--- config.mk ---
export PLATFORM = sky130hd
export DESIGN_NAME = reset_sequencer
export DESIGN_NICKNAME = d
export VERILOG_FILES = /design/src/rtl/reset_sequencer.sv
export SDC_FILE = /design/constraint.sdc
export NUM_CORES = 1
export LEC_CHECK = 0
export ABC_AREA = 1
export CAP_MARGIN = 30
export CORE_MARGIN = 3
export CORE_UTILIZATION = 50
export CTS_BUF_LIST = sky130_fd_sc_hd__clkbuf_2 sky130_fd_sc_hd__clkbuf_4 sky130_fd_sc_hd__clkbuf_8
export DETAILED_ROUTE_END_ITERATION = 7
export PLACE_DENSITY = 0.7
export SLEW_MARGIN = 20
export SYNTH_ARGS = -nofsm -noshare
export SYNTH_HDL_FRONTEND = slang
export SYNTH_SLANG_ARGS = --single-unit
export TNS_END_PERCENT = 50
--- constraint.sdc ---
create_clock -name clk -period 1.7 [get_ports clk]
set_input_delay 0.425 -clock clk [delete_from_list [all_inputs] [get_ports clk]]
set_output_delay 0.425 -clock clk [all_outputs]
set_load 0.01 [all_outputs]
--- src/rtl/reset_sequencer.sv ---
// Board-level reset controller: conditions the button and lock inputs, then
// holds every domain in reset and releases them one by one in a fixed order.
module reset_sequencer #(
  parameter int CHANNELS        = 4,
  parameter int SYNC_STAGES     = 2,
  parameter int DEBOUNCE_CYCLES = 4,
  parameter int HOLD_CYCLES     = 8,
  parameter int STAGGER_CYCLES  = 4
) (
  input  logic                clk,
  input  logic                rst,
  input  logic                btn_in,
  input  logic                locked,
  input  logic                sw_req,
  output logic [CHANNELS-1:0] chan_rst,
  output logic                rst_done,
  output logic [1:0]          rst_cause
);

  typedef enum logic [1:0] {
    ST_ASSERT,
    ST_RELEASE,
    ST_RUN
  } state_t;

  typedef enum logic [1:0] {
    CAUSE_POR  = 2'b00,
    CAUSE_BTN  = 2'b01,
    CAUSE_SW   = 2'b10,
    CAUSE_LOCK = 2'b11
  } cause_t;

  localparam int DEB_W  = $clog2(DEBOUNCE_CYCLES + 1);
  localparam int HOLD_W = $clog2(HOLD_CYCLES + 1);
  localparam int STG_W  = $clog2(STAGGER_CYCLES + 1);
  localparam int IDX_W  = $clog2(CHANNELS + 1);

  localparam logic [DEB_W-1:0]    DEB_LAST  = DEB_W'(DEBOUNCE_CYCLES - 1);
  localparam logic [HOLD_W-1:0]   HOLD_LAST = HOLD_W'(HOLD_CYCLES - 1);
  localparam logic [STG_W-1:0]    STG_LAST  = STG_W'(STAGGER_CYCLES - 1);
  localparam logic [IDX_W-1:0]    IDX_LAST  = IDX_W'(CHANNELS - 1);
  localparam logic [CHANNELS-1:0] CHAN_ALL  = '1;

  logic [SYNC_STAGES-1:0] btn_sync;
  logic [SYNC_STAGES-1:0] lock_sync;
  logic                   btn_s;
  logic                   lock_s;
  logic                   btn_deb;
  logic [DEB_W-1:0]       deb_cnt;
  logic                   trig;

  state_t                 state_q, state_d;
  logic [HOLD_W-1:0]      hold_q, hold_d;
  logic [STG_W-1:0]       stg_q, stg_d;
  logic [IDX_W-1:0]       idx_q, idx_d;
  logic [CHANNELS-1:0]    chan_q, chan_d;
  logic                   done_q, done_d;
  cause_t                 cause_q, cause_d;

  // NOTE: the synchroniser flops are cleared by rst like any other state, so
  // lock_s reads "unlocked" until the chain has refilled after reset.
  always_ff @(posedge clk) begin
    if (rst) begin
      btn_sync  <= '0;
      lock_sync <= '0;
    end else begin
      btn_sync  <= {btn_sync[SYNC_STAGES-2:0], btn_in};
      lock_sync <= {lock_sync[SYNC_STAGES-2:0], locked};
    end
  end

  assign btn_s  = btn_sync[SYNC_STAGES-1];
  assign lock_s = lock_sync[SYNC_STAGES-1];

  // Debouncer: follow btn_s only after DEBOUNCE_CYCLES consecutive disagreements.
  always_ff @(posedge clk) begin
    if (rst) begin
      btn_deb <= 1'b0;
      deb_cnt <= '0;
    end else if (btn_s != btn_deb) begin
      if (deb_cnt == DEB_LAST) begin
        btn_deb <= btn_s;
        deb_cnt <= '0;
      end else begin
        deb_cnt <= deb_cnt + 1'b1;
      end
    end else begin
      deb_cnt <= '0;
    end
  end

  assign trig = btn_deb | sw_req | ~lock_s;

  // NOTE: all sequential state is updated with non-blocking assignments so
  // every register samples the pre-edge values of the others.
  always_ff @(posedge clk) begin
    if (rst) begin
      state_q <= ST_ASSERT;
      hold_q  <= '0;
      stg_q   <= '0;
      idx_q   <= '0;
      chan_q  <= CHAN_ALL;
      done_q  <= 1'b0;
      cause_q <= CAUSE_POR;
    end else begin
      state_q <= state_d;
      hold_q  <= hold_d;
      stg_q   <= stg_d;
      idx_q   <= idx_d;
      chan_q  <= chan_d;
      done_q  <= done_d;
      cause_q <= cause_d;
    end
  end

  // NOTE: every next-state variable is given its hold value first so no path
  // through this block can leave one unassigned and infer a latch.
  always_comb begin
    state_d = state_q;
    hold_d  = hold_q;
    stg_d   = stg_q;
    idx_d   = idx_q;
    chan_d  = chan_q;
    done_d  = done_q;
    cause_d = cause_q;

    unique case (state_q)
      ST_ASSERT: begin
        chan_d = CHAN_ALL;
        done_d = 1'b0;
        if (trig) begin
          hold_d = '0;
        end else if (hold_q == HOLD_LAST) begin
          hold_d = '0;
          stg_d  = '0;
          idx_d  = IDX_W'(1);
          chan_d = CHAN_ALL << 1;
          if (CHANNELS == 1) begin
            state_d = ST_RUN;
            done_d  = 1'b1;
          end else begin
            state_d = ST_RELEASE;
          end
        end else begin
          hold_d = hold_q + 1'b1;
        end
      end
      ST_RELEASE: begin
        // Channels below idx are already released, so a left shift frees idx.
        if (stg_q == STG_LAST) begin
          stg_d  = '0;
          chan_d = chan_q << 1;
          idx_d  = idx_q + 1'b1;
          if (idx_q == IDX_LAST) begin
            state_d = ST_RUN;
            done_d  = 1'b1;
          end
        end else begin
          stg_d = stg_q + 1'b1;
        end
      end
      ST_RUN: begin
      end
      default: begin
        state_d = ST_ASSERT;
      end
    endcase

    // A trigger outside ASSERT restarts the sequence and records its cause.
    if (trig && (state_q != ST_ASSERT)) begin
      state_d = ST_ASSERT;
      hold_d  = '0;
      stg_d   = '0;
      idx_d   = '0;
      chan_d  = CHAN_ALL;
      done_d  = 1'b0;
      if (!lock_s)      cause_d = CAUSE_LOCK;
      else if (btn_deb) cause_d = CAUSE_BTN;
      else              cause_d = CAUSE_SW;
    end
  end

  assign chan_rst  = chan_q;
  assign rst_done  = done_q;
  assign rst_cause = cause_q;

endmodule

==> flow_results.xml, run 1 <==
<?xml version="1.0" encoding="UTF-8"?>
<metrics>
  <group name="sta">
    <metric name="final.period_utilization" unit="">0.966</metric>
    <metric name="finalClockSkew" unit="ps">4.19</metric>
    <metric name="timing.slew.headroom" unit="">0.830</metric>
    <metric name="fin_tns_setup" unit="ps">0</metric>
    <metric name="grt_setup_unrepaired" unit="">false</metric>
    <metric name="timing.final.ws_setup" unit="ps">57.1</metric>
    <metric name="finalWorstPathRequiredPeriod" unit="ps">1640</metric>
    <metric name="final-setup-viol-count" unit="">0</metric>
    <metric name="maxClockFrequency" unit="MHz">609</metric>
    <metric name="tightest_slew" unit="ps">253</metric>
    <metric name="count_of_endpoints_failing_hold_in_the_final_timing_report" unit="">0</metric>
    <metric name="final-max-slew-violation-count" unit="">0</metric>
  </group>
  <group name="clocking">
    <metric name="htree_levels" unit="">1</metric>
    <metric name="clk_path_buf_depth" unit="">2</metric>
    <metric name="cts-buffers-inserted" unit="">3</metric>
    <metric name="cts_repair_resize_count" unit="">0</metric>
    <metric name="insertion_delay" unit="ps">320</metric>
    <metric name="tritoncts" unit="">yes</metric>
    <metric name="cts.root.buffer_cell" unit="">clkbuf_4</metric>
    <metric name="cts.repair_timing.setup_buffer_count" unit="">0</metric>
    <metric name="postCtsHoldBufs" unit="">0</metric>
    <metric name="path_clk_slew" unit="ps">130</metric>
    <metric name="clkSinkCount" unit="">27</metric>
  </group>
  <group name="worst_hold_path">
    <metric name="whs_endpoint" unit="">btn_sync[1]</metric>
    <metric name="hold_path.class" unit="">register to register</metric>
    <metric name="whs_path_depth" unit="">2</metric>
    <metric name="holdCritStartpoint" unit="">btn_sync[0]</metric>
  </group>
  <group name="synthesis">
    <metric name="synth.yosys.seq_area_share" unit="">0.464</metric>
    <metric name="cells_after_synthesis" unit="">150</metric>
    <metric name="postSynthNetCount" unit="">161</metric>
    <metric name="postSynthRegisterBits" unit="">27</metric>
    <metric name="syn_avg_cell_area" unit="µm²">7.77</metric>
    <metric name="mapped_cell_area" unit="mm²">0.00117</metric>
    <metric name="yosys_warnings" unit="">0</metric>
    <metric name="synth_cell_type_count" unit="">23</metric>
  </group>
  <group name="placed_design">
    <metric name="preCtsSetupSlack" unit="ps">27.4</metric>
    <metric name="buffer_ports.inserted" unit="">11</metric>
    <metric name="final_gp_congestion" unit="">0.862</metric>
    <metric name="detailedPlacementHpwl" unit="µm">1620</metric>
  </group>
  <group name="run_status">
    <metric name="run_status" unit="">finished, final reports clean</metric>
  </group>
  <group name="critical_path">
    <metric name="worst_r2r_endpoint" unit="">idx_q[2]</metric>
    <metric name="cp_slowest_stage_delay" unit="ps">540</metric>
    <metric name="critPathTopFamily" unit="">buffers and inverters</metric>
    <metric name="critical_path.startpoint_type" unit="">register</metric>
    <metric name="timing_worst_setup_path_type" unit="">register to output port</metric>
    <metric name="path_buf_inv" unit="">1</metric>
    <metric name="timing.rr.start" unit="">hold_q[0]</metric>
    <metric name="reg2reg_slack" unit="ps">230</metric>
    <metric name="crit_path_top_delay_cell" unit="">clkdlybuf4s50_1</metric>
    <metric name="critical_path.max_fanout" unit="">2</metric>
    <metric name="worstSetupEndpointType" unit="">output port</metric>
    <metric name="critical_path_required" unit="ps">1270</metric>
    <metric name="path_cells" unit="">clkdlybuf4s50_1</metric>
    <metric name="timing.reg2reg.worst_path_depth" unit="">7</metric>
    <metric name="arrival" unit="ps">1220</metric>
  </group>
  <group name="cells_and_area">
    <metric name="mostFrequentLayoutCells" unit="">nand2_1 (27), dfxtp_1 (27), nor2_1 (23)</metric>
    <metric name="area_delta_synth_final" unit="%">15.6</metric>
    <metric name="finish.net_count" unit="">177</metric>
    <metric name="drive_above_1_share" unit="">0.103</metric>
    <metric name="final.fill_count" unit="">184</metric>
    <metric name="antennaDiodeCount" unit="">0</metric>
  </group>
  <group name="drt">
    <metric name="remaining_drc_errors" unit="">0</metric>
    <metric name="detail_route.first_pass.iterations" unit="">4</metric>
    <metric name="route.vias.total" unit="">960</metric>
    <metric name="wl_per_cell" unit="µm">10.8</metric>
    <metric name="vias_per_cell" unit="">5.00</metric>
    <metric name="initialDrtViolationCount" unit="">30</metric>
    <metric name="antenna_left" unit="">0</metric>
    <metric name="finalWirelength" unit="µm">2080</metric>
  </group>
  <group name="grt">
    <metric name="grt_first_pass_wirelength" unit="µm">3520</metric>
    <metric name="grt_antenna_before_repair" unit="">0</metric>
    <metric name="first_global_vias" unit="">853</metric>
    <metric name="grt-ovfl-total" unit="">0</metric>
    <metric name="grt.total_usage" unit="">0.164</metric>
    <metric name="largest_net_degree_at_the_start_of_global_routing" unit="">15</metric>
  </group>
  <group name="floorplan">
    <metric name="die_width" unit="µm">54.3</metric>
    <metric name="die_height" unit="µm">54.3</metric>
    <metric name="design.die.area" unit="mm²">0.00295</metric>
    <metric name="rows" unit="">16</metric>
    <metric name="coreArea" unit="mm²">0.00208</metric>
    <metric name="top_level_ports" unit="">12</metric>
    <metric name="initial_cell_density_of_the_core" unit="">0.560</metric>
  </group>
  <group name="power">
    <metric name="vdd.ir_drop.worst" unit="mV">0.526</metric>
    <metric name="total_leakage_power" unit="nW">0.546</metric>
    <metric name="power.density_cell_area" unit="mW/mm²">810</metric>
    <metric name="design_power_total" unit="mW">1.09</metric>
  </group>
  <group name="job">
    <metric name="drv_cap" unit="">0</metric>
  </group>
</metrics>
-- sequential cells by signal, indices dropped and copies added, names as in the netlist --
signal and flops:
btn_deb 1, btn_sync 2, chan_rst 4, deb_cnt 3, hold_q 4, idx_q 3, lock_sync 2, rst_cause 2
rst_done 1, state_q 2, stg_q 3
-- cell families after synthesis --
logic type,share of synthesized area
flops,0.464
buf+inv,0.0794
simple gates,0.276
fa+ha+maj,0.0644
compound gates,0.117
-- power by group --
group | leakage (nW) | internal, mW | switching, mW
Clock | 0.0184 | 0.108 | 0.175
Sequential | 0.219 | 0.653 | 0.0138
Combinational | 0.309 | 0.0555 | 0.0865
-- cells in the mapped netlist, drive strengths merged --
library cell / n / share of area
buf: 1 / 0.0064
o22ai: 2 / 0.011
o21ai: 7 / 0.030
o21a: 1 / 0.0064
nand2: 32 / 0.12
nor2: 27 / 0.10
or2: 1 / 0.0054
a31oi: 1 / 0.0054
nor3b: 1 / 0.0064
ha: 6 / 0.064
a22oi: 1 / 0.0064
nand3: 5 / 0.021
nand4: 3 / 0.016
o211ai: 1 / 0.0064
dfxtp: 27 / 0.46
a21oi: 12 / 0.052
inv: 22 / 0.073
-- layer usage --
metal | wire length, µm | up-vias | track usage
met3 | 68 | 5 | 0.0245
li1 | - | 510 | -
met5 | 0 | - | 0
met1 | 1080 | 430 | 0.231
met2 | 903 | 15 | 0.241
met4 | 32 | 0 | 0.0871
-- metrics by stage --
stage	util	std cells	hold WS [ps]	cell area, µm²
2_1_floorplan	-	150	388	1170
3_3_place_gp	0.629	188	391	1310
3_5_place_dp	0.629	188	395	1310
4_1_cts	0.644	192	414	1340
5_1_grt	0.647	192	441	1350
6_report	0.647	192	410	1350
-- how the worst max path moves through the flow --
stage                       end        start  cells past startpoint
floorplan              rst_done     idx_q[0]                      5
global placement       idx_q[1]       sw_req                      8
detailed placement     idx_q[2]       sw_req                      8
CTS                 chan_rst[1]  chan_rst[1]                      1
global route        chan_rst[3]  chan_rst[3]                      1
finish              chan_rst[3]  chan_rst[3]                      1
-- final cells by class --
| type | instances | area (µm²) | share of cell area |
|---|---|---|---|
| Clock buffer | 4 | 30.0 | 0.0223 |
| Inverter | 22 | 85.1 | 0.0631 |
| Multi-Input combinational cell | 100 | 533 | 0.396 |
| Sequential cell | 27 | 541 | 0.401 |
| Tap cell | 27 | 33.8 | 0.0251 |
| Timing Repair Buffer | 12 | 125 | 0.0929 |
Note: power is estimated with default switching activity, not from simulation.
==> inputs of run 2 (changes only) <==
- CORE_ASPECT_RATIO: unset -> 0.6
- TNS_END_PERCENT: 50 -> 10
==> run 2 against run 1 <==
First-iteration DRC count rose by 70%; largest cell class unchanged; final cell count rose by 0.52%; register-to-register slack improved by 90 ps.
==> flow_results.xml, run 2 (same netlist as run 1, synthesis figures left out) <==
<?xml version="1.0" encoding="UTF-8"?>
<metrics>
  <group name="cells_and_area">
    <metric name="mostFrequentLayoutCells" unit="">nand2_1 (27), dfxtp_1 (27), nor2_1 (23)</metric>
    <metric name="finalCoreUtilization" unit="">0.672</metric>
    <metric name="area_of_combinational_cells_with_multiple_inputs" unit="µm²">533</metric>
    <metric name="final-seq-area" unit="µm²">541</metric>
    <metric name="antennaDiodeCount" unit="">0</metric>
    <metric name="design_area" unit="mm²">0.00136</metric>
    <metric name="finish.net_count" unit="">177</metric>
    <metric name="final.fill_count" unit="">180</metric>
    <metric name="drive_above_1_share" unit="">0.103</metric>
    <metric name="area_delta_synth_final" unit="%">16.8</metric>
  </group>
  <group name="floorplan">
    <metric name="rows" unit="">12</metric>
    <metric name="initial_cell_density_of_the_core" unit="">0.575</metric>
    <metric name="design.die.area" unit="mm²">0.00297</metric>
    <metric name="die_height" unit="µm">43.4</metric>
    <metric name="coreArea" unit="mm²">0.00203</metric>
    <metric name="die_width" unit="µm">68.3</metric>
    <metric name="top_level_ports" unit="">12</metric>
  </group>
  <group name="critical_path">
    <metric name="timing_worst_setup_path_type" unit="">register to output port</metric>
    <metric name="path_buf_inv" unit="">1</metric>
    <metric name="critical_path.startpoint_type" unit="">register</metric>
    <metric name="arrival" unit="ps">1190</metric>
    <metric name="path_cells" unit="">clkdlybuf4s50_1</metric>
    <metric name="critPathTopFamily" unit="">buffers and inverters</metric>
    <metric name="worstSetupEndpointType" unit="">output port</metric>
    <metric name="cp_slowest_stage_delay" unit="ps">540</metric>
    <metric name="critical_path_required" unit="ps">1270</metric>
    <metric name="crit_path_top_delay_cell" unit="">clkdlybuf4s50_1</metric>
    <metric name="critical_path.max_fanout" unit="">3</metric>
  </group>
  <group name="clocking">
    <metric name="insertion_delay" unit="ps">280</metric>
    <metric name="cts_repair_resize_count" unit="">0</metric>
    <metric name="tritoncts" unit="">yes</metric>
    <metric name="cts-buffers-inserted" unit="">3</metric>
    <metric name="cts.repair_timing.setup_buffer_count" unit="">0</metric>
    <metric name="postCtsHoldBufs" unit="">0</metric>
    <metric name="cts.root.buffer_cell" unit="">clkbuf_8</metric>
    <metric name="htree_levels" unit="">1</metric>
    <metric name="clk_path_buf_depth" unit="">2</metric>
    <metric name="path_clk_slew" unit="ps">100</metric>
    <metric name="clkSinkCount" unit="">27</metric>
  </group>
  <group name="grt">
    <metric name="grt.total_usage" unit="">0.166</metric>
    <metric name="largest_net_degree_at_the_start_of_global_routing" unit="">17</metric>
    <metric name="grt-ovfl-total" unit="">0</metric>
    <metric name="first_global_vias" unit="">799</metric>
    <metric name="grt_antenna_before_repair" unit="">0</metric>
    <metric name="grt_first_pass_wirelength" unit="µm">3620</metric>
  </group>
  <group name="run_status">
    <metric name="run_status" unit="">finished, final reports clean</metric>
  </group>
  <group name="sta">
    <metric name="tightest_slew" unit="ps">268</metric>
    <metric name="timing.slew.headroom" unit="">0.820</metric>
    <metric name="final-max-slew-violation-count" unit="">0</metric>
    <metric name="count_of_endpoints_failing_hold_in_the_final_timing_report" unit="">0</metric>
    <metric name="finalWorstPathRequiredPeriod" unit="ps">1620</metric>
    <metric name="grt_setup_unrepaired" unit="">false</metric>
    <metric name="finalClockSkew" unit="ps">11.0</metric>
    <metric name="fin_tns_setup" unit="ps">0</metric>
    <metric name="final-setup-viol-count" unit="">0</metric>
    <metric name="maxClockFrequency" unit="MHz">617</metric>
    <metric name="final.period_utilization" unit="">0.953</metric>
  </group>
  <group name="drt">
    <metric name="initialDrtViolationCount" unit="">51</metric>
    <metric name="wl_per_cell" unit="µm">11.1</metric>
    <metric name="route.vias.total" unit="">967</metric>
    <metric name="finalWirelength" unit="µm">2150</metric>
    <metric name="detail_route.first_pass.iterations" unit="">4</metric>
    <metric name="vias_per_cell" unit="">5.01</metric>
    <metric name="remaining_drc_errors" unit="">0</metric>
    <metric name="antenna_left" unit="">0</metric>
  </group>
  <group name="placed_design">
    <metric name="placement.cell_area" unit="mm²">0.00131</metric>
    <metric name="final_gp_congestion" unit="">0.771</metric>
    <metric name="detailedPlacementHpwl" unit="µm">1710</metric>
    <metric name="buffer_ports.inserted" unit="">11</metric>
  </group>
  <group name="job">
    <metric name="drv_cap" unit="">0</metric>
  </group>
  <group name="power">
    <metric name="pwr-share-clk" unit="">0.317</metric>
    <metric name="design_power_total" unit="mW">1.19</metric>
    <metric name="pwr-share-comb" unit="">0.122</metric>
    <metric name="total_leakage_power" unit="nW">0.550</metric>
    <metric name="switchingPower" unit="µW">314</metric>
    <metric name="cell_internal_pwr" unit="µW">874</metric>
    <metric name="power_switching_share" unit="">0.264</metric>
    <metric name="vdd.ir_drop.worst" unit="mV">0.558</metric>
    <metric name="power.sequential.fraction" unit="">0.561</metric>
    <metric name="power.density_cell_area" unit="mW/mm²">872</metric>
  </group>
  <group name="worst_hold_path">
    <metric name="hold_path.class" unit="">register to register</metric>
  </group>
</metrics>
## run 2: cell types whose count changed in the layout (fill, tap and decap cells not counted)
| cell | before | now |
|---|---|---|
| clkbuf_4 | 4 | 0 |
| clkbuf_8 | 0 | 3 |
| clkdlybuf4s50_1 | 8 | 10 |
| dlymetal6s2s_1 | 3 | 1 |
| clkinvlp_4 | 0 | 1 |
## run 2: per-stage QoR
stage	hold WS [ps]	worst slack, ps	cells
after floorplan	388	457	150
after global placement	390	77.7	189
after detailed placement	395	37.2	189
after CTS	401	54.2	193
after global routing	407	33.1	193
final	392	80.6	193
## run 2: cell type report
class,instances,area share
Inverter,22,0.0624
Tap cell,28,0.0257
Timing Repair Buffer,12,0.0882
Clock buffer,3,0.0303
Clock inverter,1,0.00551
Sequential cell,27,0.397
Multi-Input combinational cell,100,0.391
## run 2: final timing paths
| kind | startpoint | endpoint | slack (ps) | depth (start not counted) |
|---|---|---|---|---|
| setup / recovery | chan_rst[2] | chan_rst[2] | 80 | 1 |
| hold / removal | btn_sync[0] | btn_sync[1] | 390 | 2 |
| setup reg to reg | hold_q[0] | stg_q[0] | 320 | 6 |
| hold reg to reg | btn_sync[0] | btn_sync[1] | 390 | 2 |
## run 2: power groups by stage
stage                     Combinational, mW  Sequential (mW)  Clock (mW)
final                                 0.145            0.666       0.377
after CTS                             0.145            0.666       0.389
after floorplan                      0.0938            0.682           0
after global placement                0.142            0.680           0
after detailed placement              0.144            0.681           0
after global routing                  0.160            0.669       0.418
## run 2: metal layers
metal	global-route usage	part of all wire	up-vias
met5	0	0	-
met4	0.0593	0.014	0
met3	0.0622	0.054	6
met2	0.205	0.38	21
met1	0.256	0.55	429
li1	-	-	511
==> RTL change (flow settings as in run 1) <==
Encoding of `state_t`: now one-hot (3 bits for 3 states).
--- a/src/rtl/reset_sequencer.sv
+++ b/src/rtl/reset_sequencer.sv
@@ -19,6 +19,6 @@
 
-  typedef enum logic [1:0] {
-    ST_ASSERT,
-    ST_RELEASE,
-    ST_RUN
+  typedef enum logic [2:0] {
+    ST_ASSERT  = 3'b001,
+    ST_RELEASE = 3'b010,
+    ST_RUN     = 3'b100
   } state_t;
Function: same outputs for any inputs over 10 cycles, from zero or initial values and one cycle with rst high; not proved beyond that.
==> RTL change against run 1 <==
- global-route usage shrank 1.7 points
- sequential cell count is 1 higher
- area after synthesis up 12%
- cell count grew 10%
- worst setup slack worse by 0.00061 ns
- design area grew 11%
- via count grew 5.9%
- synthesized cell count is 12% higher
- routed wire length grew 6.3%
Power is not compared: it rests on default switching activity, and its combinational part moved more than twofold at a synthesized area within 25%.
==> RTL change: results (changes against run 1) <==
HPWL after DPL 1710 um (was 1620 um); CTS max path bufs 2 (unchanged); sequential share of the synthesized area 42.8% (was 46.4%); count leader, synth dfxtp_1; post-synthesis net count 179 (was 161); Async SR Flop Fraction 0% (unchanged); Arrival @ worst endpoint 1.22 ns (about the same); Total Nets Final 196 (was 177); worst slew pin tran 0.261 ns (was 0.253 ns); first-pass GRT wire length 3820 um (was 3520 um); max-slew violations 0 (unchanged); initial antenna violation count 0 (unchanged); area grow syn2layout 14.2% (was 15.6%); reg-to-reg slack, setup 0.31 ns (was 0.23 ns); Gate Count Post-Synth 168 (was 150); Netlist cell types 21 (was 23); Via-to-Cell Ratio 4.80 (was 5.00); share of layout cells above drive strength 1 17.9% (was 10.3%); clock latency at the later pin of the worst-skew pair 0.32 ns (about the same); Final Skew 0.00415 ns (was 0.00419 ns); GRT Util Overall 14.7% (was 16.4%); VDD IR max between 0.0005 and 0.0006 V; leakage power total about 0.62 nW; Yosys Warn Count 0 (unchanged); Synth area leaders dfxtp_1 43%, inv_1 7.5%, nor2_1 7.2% (was dfxtp_1 46%, nand2_1 8.7%, nor2_1 7.4%); fillers 204 (was 184); DP Worst Slack -0.0219 ns (was 0.0274 ns); input/output buffers 11 (unchanged); H-tree depth 1 (unchanged); global placement routability congestion 0.744 (was 0.862); Slowest-stage cell, CP clkdlybuf4s50_1 (unchanged); Hold Path Class flop to flop (unchanged); status finished, final reports clean (unchanged); Largest delay share family, worst path buffers and inverters (unchanged); drt wl/cell 10.4 um (was 10.8 um); 1st-iter DRT viols 23 (was 30); pin count of the biggest net entering global routing 16 (was 15); post-layout min period 1.64 ns (about the same); fin cells 212 (was 192); top post-synthesis cells by count 28 x dfxtp_1, 26 x inv_1, 25 x nor2_1 (was 27 x dfxtp_1, 27 x nand2_1, 23 x nor2_1); CP max stage delay 0.54 ns (about the same); CTS sink cnt 28 (was 27); placed cell areas 0.00145 sq mm (was 0.00131 sq mm); clk root buf clkbuf_4 (unchanged); Fin Hold WS 0.410 ns (about the same); Clock transition at path regs approximately 0.14 ns; vias in the first global route 904 (was 853)
[RTL change: power groups by stage]
stage               combinational (mW)  sequential (mW)  clock [mW]
floorplan                       0.0252            0.679           0
global placement                0.0427            0.680           0
detailed placement              0.0438            0.680           0
CTS                             0.0439            0.666       0.333
global route                    0.0483            0.667       0.352
finish                          0.0432            0.666       0.317
[RTL change: routing by layer]
metal	global-route usage [%]	wire length, um	vias to the layer above	part of all wire [%]
met5	0	0	-	0
met4	4.64	37	0	1.7
met3	4.07	62	4	2.8
met2	24.3	1020	12	46
met1	18.5	1090	444	49
li1	-	-	557	-
[RTL change: worst paths after layout]
kind | from | to | cells past startpoint
worst max register to register | stg_q[0] | chan_rst[0] | 8
worst min-delay path | lock_sync[0] | lock_sync[1] | 2
worst max-delay path | rst_cause[1] | rst_cause[1] | 1
worst min register to register | lock_sync[0] | lock_sync[1] | 2
[RTL change: layout make-up]
class                           count  share of cell area [%]
Sequential cell                    28                    37.7
Timing Repair Buffer               14                    9.04
Tap cell                           28                    2.34
Multi-Input combinational cell    109                    41.3
Clock buffer                        4                    2.43
Inverter                           29                    7.28
[RTL change: cells by family (layout without fill, tap and decap cells)]
family	count (synthesis)	in the layout	share of synthesized area [%]
buffers and inverters	31	47	10.0
AOI/OAI and AO/OA	20	20	8.03
xor gates and xnor gates	1	1	0.669
DFF	28	28	42.8
and+or+nand+nor	82	82	32.7
adders and majority gates	6	6	5.74
[RTL change: timing repair]
action,CTS,global route
hold endpoints to repair,0,0
resized for setup,0,3
setup endpoints to repair,0,3
